### src/rtl/vga_pkg.sv
// Shared timing defaults, scheduler state encoding and a width helper.
// Latency: none (package).
// Backpressure: none (package).
// Port summary: n/a.
package vga_pkg;

   // Default 640x480@60 timing
   localparam int unsigned H_VISIBLE = 640;
   localparam int unsigned H_TOTAL   = 800;
   localparam int unsigned V_VISIBLE = 480;
   localparam int unsigned V_TOTAL   = 525;

   typedef enum logic [1:0] {
      IDLE    = 2'd0,
      PENDING = 2'd1,
      COMMIT  = 2'd2
   } sched_state_t;

   // Counter width for a modulus of n, never less than one bit.
   function automatic int unsigned width_of(input int unsigned n);
      return (n <= 2) ? 1 : $clog2(n);
   endfunction

endpackage

### src/rtl/sync_edge_detect.sv
// Brings an asynchronous level into clk_i and emits a one-cycle pulse per rising edge.
// Latency: pulse is visible in the cycle after the 2nd clk_i edge, consumed on the 3rd.
// Backpressure: none; edges closer than two clocks apart may merge.
// Ports: clk_i, rst_ni (async active-low), async_i (raw level), pulse_o (rising-edge pulse).
module sync_edge_detect
   import vga_pkg::*;
(
   input  logic clk_i,
   input  logic rst_ni,
   input  logic async_i,
   output logic pulse_o
);

   logic       meta_q;
   logic       sync_q;
   logic       prev_q;
   logic [2:0] arm_q;

   always_ff @(posedge clk_i or negedge rst_ni) begin
      if (!rst_ni) begin
         meta_q <= 1'b0;
         sync_q <= 1'b0;
         prev_q <= 1'b0;
         arm_q  <= 3'b000;
      end else begin
         meta_q <= async_i;
         sync_q <= meta_q;
         prev_q <= sync_q;
         arm_q  <= {arm_q[1:0], 1'b1};
      end
   end

   // prev_q only holds a real sample three edges after reset release. Until
   // then a level that was already high would look like a fresh edge, so
   // the pulse is held off.
   assign pulse_o = sync_q & ~prev_q & arm_q[2];

endmodule

### src/rtl/vga_frame_scheduler.sv
// Queues pattern-change requests and commits them only at the start of vertical blanking.
// Latency: active/frame_start 1 cycle after inputs; swap request reaches FSM 3 edges after swap_i rises.
// Backpressure: none; requests arriving while one is pending coalesce into a single advance.
// Ports: clk_i, rst_ni (async active-low), swap_i, horizontal_i/vertical_i (H/V counter),
//        pattern_sel_o, active_o, swap_pending_o, swap_done_o, frame_start_o (all registered).
// Optional: define AUTO_CYCLE_EN to auto-advance every FRAMES_PER_PATTERN frames.
module vga_frame_scheduler #(
   parameter int unsigned H_VISIBLE          = vga_pkg::H_VISIBLE,
   parameter int unsigned H_TOTAL            = vga_pkg::H_TOTAL,
   parameter int unsigned V_VISIBLE          = vga_pkg::V_VISIBLE,
   parameter int unsigned V_TOTAL            = vga_pkg::V_TOTAL,
   parameter int unsigned NUM_PATTERNS       = 4,
   parameter int unsigned FRAMES_PER_PATTERN = 60,
   localparam int unsigned PSEL_W            = vga_pkg::width_of(NUM_PATTERNS)
) (
   input  logic              clk_i,
   input  logic              rst_ni,
   input  logic              swap_i,
   input  logic [9:0]        horizontal_i,
   input  logic [9:0]        vertical_i,
   output logic [PSEL_W-1:0] pattern_sel_o,
   output logic              active_o,
   output logic              swap_pending_o,
   output logic              swap_done_o,
   output logic              frame_start_o
);

   import vga_pkg::*;

   localparam logic [9:0]        H_VIS_L   = 10'(H_VISIBLE);
   localparam logic [9:0]        V_VIS_L   = 10'(V_VISIBLE);
   localparam logic [9:0]        H_LAST    = 10'(H_TOTAL - 1);
   localparam logic [9:0]        V_LASTVIS = 10'(V_VISIBLE - 1);
   localparam logic [9:0]        V_LAST    = 10'(V_TOTAL - 1);
   localparam logic [PSEL_W-1:0] PSEL_LAST = PSEL_W'(NUM_PATTERNS - 1);

   if (NUM_PATTERNS < 2 || FRAMES_PER_PATTERN < 1) begin : g_bad_cfg
      $error("vga_frame_scheduler: NUM_PATTERNS must be >= 2 and FRAMES_PER_PATTERN >= 1");
   end

   sched_state_t      state_q, state_d;
   logic [PSEL_W-1:0] pattern_q, pattern_d;
   logic              active_q;
   logic              swap_pending_q;
   logic              swap_done_q;
   logic              frame_start_q;

   logic swap_req;
   logic req;
   logic vblank_evt;
   logic frame_evt;

   sync_edge_detect u_swap_sync (
      .clk_i   (clk_i),
      .rst_ni  (rst_ni),
      .async_i (swap_i),
      .pulse_o (swap_req)
   );

   // Exact-match decode, so out-of-range counter values never fire an event.
   assign vblank_evt = (horizontal_i == H_LAST) && (vertical_i == V_LASTVIS);
   assign frame_evt  = (horizontal_i == H_LAST) && (vertical_i == V_LAST);

`ifdef AUTO_CYCLE_EN
   localparam int unsigned      FCNT_W    = width_of(FRAMES_PER_PATTERN);
   localparam logic [FCNT_W-1:0] FCNT_LAST = FCNT_W'(FRAMES_PER_PATTERN - 1);

   logic [FCNT_W-1:0] fcnt_q, fcnt_d;
   logic              auto_req;

   // A commit (manual or automatic) restarts the period from zero.
   always_comb begin
      fcnt_d   = fcnt_q;
      auto_req = 1'b0;
      if (swap_done_q) begin
         fcnt_d = '0;
      end else if (frame_evt) begin
         if (fcnt_q == FCNT_LAST) begin
            fcnt_d   = '0;
            auto_req = 1'b1;
         end else begin
            fcnt_d = fcnt_q + 1'b1;
         end
      end
   end

   always_ff @(posedge clk_i or negedge rst_ni) begin
      if (!rst_ni) begin
         fcnt_q <= '0;
      end else begin
         fcnt_q <= fcnt_d;
      end
   end

   assign req = swap_req | auto_req;
`else
   assign req = swap_req;
`endif

   // A request seen in IDLE always waits for a later vblank, even when the
   // vblank decode fires in the same cycle. While PENDING, further requests
   // are absorbed. A request during COMMIT re-arms for the next frame.
   always_comb begin
      state_d   = state_q;
      pattern_d = pattern_q;
      unique case (state_q)
         IDLE: begin
            if (req) state_d = PENDING;
         end
         PENDING: begin
            if (vblank_evt) state_d = COMMIT;
         end
         COMMIT: begin
            pattern_d = (pattern_q == PSEL_LAST) ? '0 : pattern_q + 1'b1;
            state_d   = req ? PENDING : IDLE;
         end
         default: begin
            state_d = IDLE;
         end
      endcase
   end

   always_ff @(posedge clk_i or negedge rst_ni) begin
      if (!rst_ni) begin
         state_q        <= IDLE;
         pattern_q      <= '0;
         active_q       <= 1'b0;
         swap_pending_q <= 1'b0;
         swap_done_q    <= 1'b0;
         frame_start_q  <= 1'b0;
      end else begin
         state_q        <= state_d;
         pattern_q      <= pattern_d;
         active_q       <= (horizontal_i < H_VIS_L) && (vertical_i < V_VIS_L);
         // Both flags trail the state by one cycle, so swap_done lines up
         // with the cycle in which pattern_sel shows its new value.
         swap_pending_q <= (state_q == PENDING);
         swap_done_q    <= (state_q == COMMIT);
         frame_start_q  <= frame_evt;
      end
   end

   assign pattern_sel_o  = pattern_q;
   assign active_o       = active_q;
   assign swap_pending_o = swap_pending_q;
   assign swap_done_o    = swap_done_q;
   assign frame_start_o  = frame_start_q;

endmodule

### config.mk
export PLATFORM = sky130hd
export DESIGN_NAME = vga_frame_scheduler
export DESIGN_NICKNAME = d
export VERILOG_FILES = /design/src/rtl/vga_pkg.sv /design/src/rtl/sync_edge_detect.sv /design/src/rtl/vga_frame_scheduler.sv
export SDC_FILE = /design/constraint.sdc
export NUM_CORES = 1
export LEC_CHECK = 0
export BUFFER_PORTS_ARGS = -buffer_cell sky130_fd_sc_hd__buf_2
export CAP_MARGIN = 5
export CORE_MARGIN = 2
export CORE_UTILIZATION = 41
export CTS_BUF_LIST = sky130_fd_sc_hd__clkbuf_16
export CTS_CLUSTER_DIAMETER = 50
export DETAILED_ROUTE_END_ITERATION = 7
export PLACE_DENSITY_LB_ADDON = 0.05
export SYNTH_ARGS = -nofsm -noshare
export SYNTH_HDL_FRONTEND = slang
export SYNTH_SLANG_ARGS = --single-unit
### constraint.sdc
create_clock -name clk_i -period 1.1 [get_ports clk_i]
set_input_delay 0.11 -clock clk_i [delete_from_list [all_inputs] [get_ports clk_i]]
set_output_delay 0.11 -clock clk_i [all_outputs]
set_load 0.05 [all_outputs]
==> results.toml <==
[cells_and_area]
postLayoutCoreUtil_pct = 70.0
antenna_cells = 0
instances_no_fill = 86
drive_gt1_share_pct = 56.9
fill_cells = 85
area_delta_synth_final_pct = 52.2
final_nets = 98
final_cell_area_um2 = 810

[placement]
post-place-ws_ns = 0.00195
placed_area_um2 = 712
hpwl_um = 718
place_inst = 81
port_buffers = 28
gp_congestion = 0.683

[cts]
root_buffer = "clkbuf_16"
cts.sinks = 14
post_cts_buffers = 0
cts_buffer_depth = 2
ctsHtreeMaxLevel = 1
clk_pin_slew_worst_paths_ns = 0.04
clock_latency_ns = 0.23
cts_buffers = 3
cts_tree = "built"

[synth]
yosysSeqAreaShare_pct = 65.9
syn-num-nets = 62
netlist-cell-type-count = 19
netlist_instances = 38
synth_commonest_cells = "dfrtp_1 (14), nand2_1 (3)"
synth_warnings = 0
synth_area_leaders = "dfrtp_1 (66%), mux2_2 (4.2%), and3_2 (2.8%)"
avgSynthCellArea_um2 = 14.0
yosys.area.top_type_share_pct = 65.9
synthArstFlopShare_pct = 100
yosys.area.top_type = "dfrtp_1"
ys.flop_type = "dfrtp_1"
yosysMostFrequentCell = "dfrtp_1"
ys_ff_latch = 14
syn_area_um2 = 532
synth_edf_count = 0

[grt]
grt.total_usage_pct = 14.7
grt_pass1_vias = 385
antenna_found_initial = 0
grt_max_degree = 15
grt_first_pass_wirelength_um = 1440
overflow = 0

[sta]
setup_slack_ns = 0.0849
finalClockSkew_ns = 0.00176
fin_crit_sh_pct = 92.3
slew_viol_final = 0
hold_viol = 0
setup_violations = 0
fmax_mhz = 985
grt_setup_unrepaired = "no"
min_period_ns = 1.02

[hold_path]
min_path_type = "in2reg"

[worst_setup_path]
r2r-start = "pattern_sel_o[1]"
start_kind = "flip-flop"
r2r_setup_slack_ns = 0.08
max_stage_delay_ns = 0.42
cp.arrival_ns = 1.13
critPathCapture = "pattern_sel_o[1]"
worstPathRequired_ns = 1.22
cp-end-kind = "flip-flop"
r2r_cells = 2
crit_start = "pattern_sel_o[1]"
crit_fanout = 3
worst_r2r_endpoint = "pattern_sel_o[1]"
critPathKind = "reg2reg"
path_cells = "ha_4, mux2_2"
cp_slowest_cell = "dfrtp_2"

[pwr]
p_clk_share_pct = 47.5
p_total_w = 0.00136
switching_share_pct = 19.7
intPower_w = 0.00109
power.density_nw_per_um2 = 1680
ir_drop_uv = 842
p_sw_w = 0.000268
power_frac_seq_pct = 41.1
p_comb_share_pct = 11.4
cellLeakagePower_nw = 0.402

[job]
drv_cap = 0

[floorplan]
rows = 12
die_h_um = 40.0
die_area_um2 = 1600
start_util_pct = 46.0
fp.dieW_um = 40.0
top_level_ports = 29
core_area_um2 = 1160

[detailed_routing]
via_count = 427
wl_per_cell_um = 10.8
drt-total-wl_um = 925
drt_iter0_markers = 1
dr.pass1.iters = 4
ant_nets = 0
avgViaCountPerCell = 4.97
drcViolationCount = 0

[outcome]
outcome = "complete, no violations"
-- cells in the final DEF, fill, tap and decap left out, drive strengths merged, types with 2 or more instances in the layout --
cell type	netlist	routed
dlygate4sd3	0	2
buf	0	29
nand2	3	3
clkbuf	0	3
and3	2	2
mux2	2	2
dfrtp	14	14
nor2b	2	2
nor3	2	2
-- logic make-up after synthesis --
family	count (synthesis)	synth area share, %
fa+ha+maj	1	2.35
other cells	1	0.705
simple gates	17	22.6
compound gates	3	4.24
flops	14	65.9
mux	2	4.23
-- routing by layer --
layer	vias to the layer above	routed length (µm)	track usage, %
met2	27	415	21.4
met4	0	10	10.3
li1	209	-	-
met5	-	0	0
met1	189	397	16.7
met3	2	101	7.22
-- power groups by stage --
stage | Sequential, W | Combinational [W] | Clock, W
CTS | 0.000557 | 0.000156 | 0.000656
global route | 0.000561 | 0.000168 | 0.000685
detailed placement | 0.000564 | 0.000148 | 0
global placement | 0.000564 | 0.000149 | 0
floorplan | 0.000605 | 0.0000295 | 0
finish | 0.000558 | 0.000154 | 0.000644
-- through the flow --
stage               hold WS, ns  setup TNS, ns
finish                   0.0611              0
global placement         0.0131              0
CTS                      0.0537              0
detailed placement       0.0114              0
floorplan                -0.186        -0.0542
global route             0.0581              0
-- worst max-delay path: cells and delay by family (launching register included) --
kind | cells | cell delay [ns]
flops | 1 | 0.42
mux | 1 | 0.25
fa+ha+maj | 1 | 0.23
-- state kept, by name, indices dropped and copies added (netlist names) --
| signal | count |
|---|---|
| swap_done_o | 1 |
| state_q | 2 |
| pattern_sel_o | 2 |
| u_swap_sync.arm_q | 3 |
| u_swap_sync.prev_q | 1 |
| swap_pending_o | 1 |
| frame_start_o | 1 |
| u_swap_sync.meta_q | 1 |
| active_o | 1 |
| u_swap_sync.sync_q | 1 |
-- how the worst min path moves through the flow --
| stage | startpoint | to | slack, ns | cells after the start |
|---|---|---|---|---|
| after floorplan | rst_ni | active_o | -0.19 | 0 |
| after global placement | rst_ni | swap_done_o | 0.01 | 1 |
| after CTS | vertical_i[9] | active_o | 0.05 | 2 |
| final | vertical_i[9] | active_o | 0.06 | 2 |
| after global routing | vertical_i[9] | active_o | 0.06 | 2 |
| after detailed placement | rst_ni | swap_done_o | 0.01 | 1 |
-- layout make-up --
cell class / count / area (µm²) / share of cell area [%]
clock buffer: 3 / 75.1 / 9.27
multi-input combinational: 24 / 196 / 24.3
sequential: 14 / 353 / 43.6
tap: 14 / 17.5 / 2.16
timing repair buffer: 31 / 168 / 20.7
-- repair_timing --
item                                   in CTS  in global routing
setup endpoints to repair                   0                  2
endpoints found under the hold margin      15                  0
hold buffers                                2                  0
resized for setup                           0                  1
No activity file was read; power rests on OpenSTA's default activity.
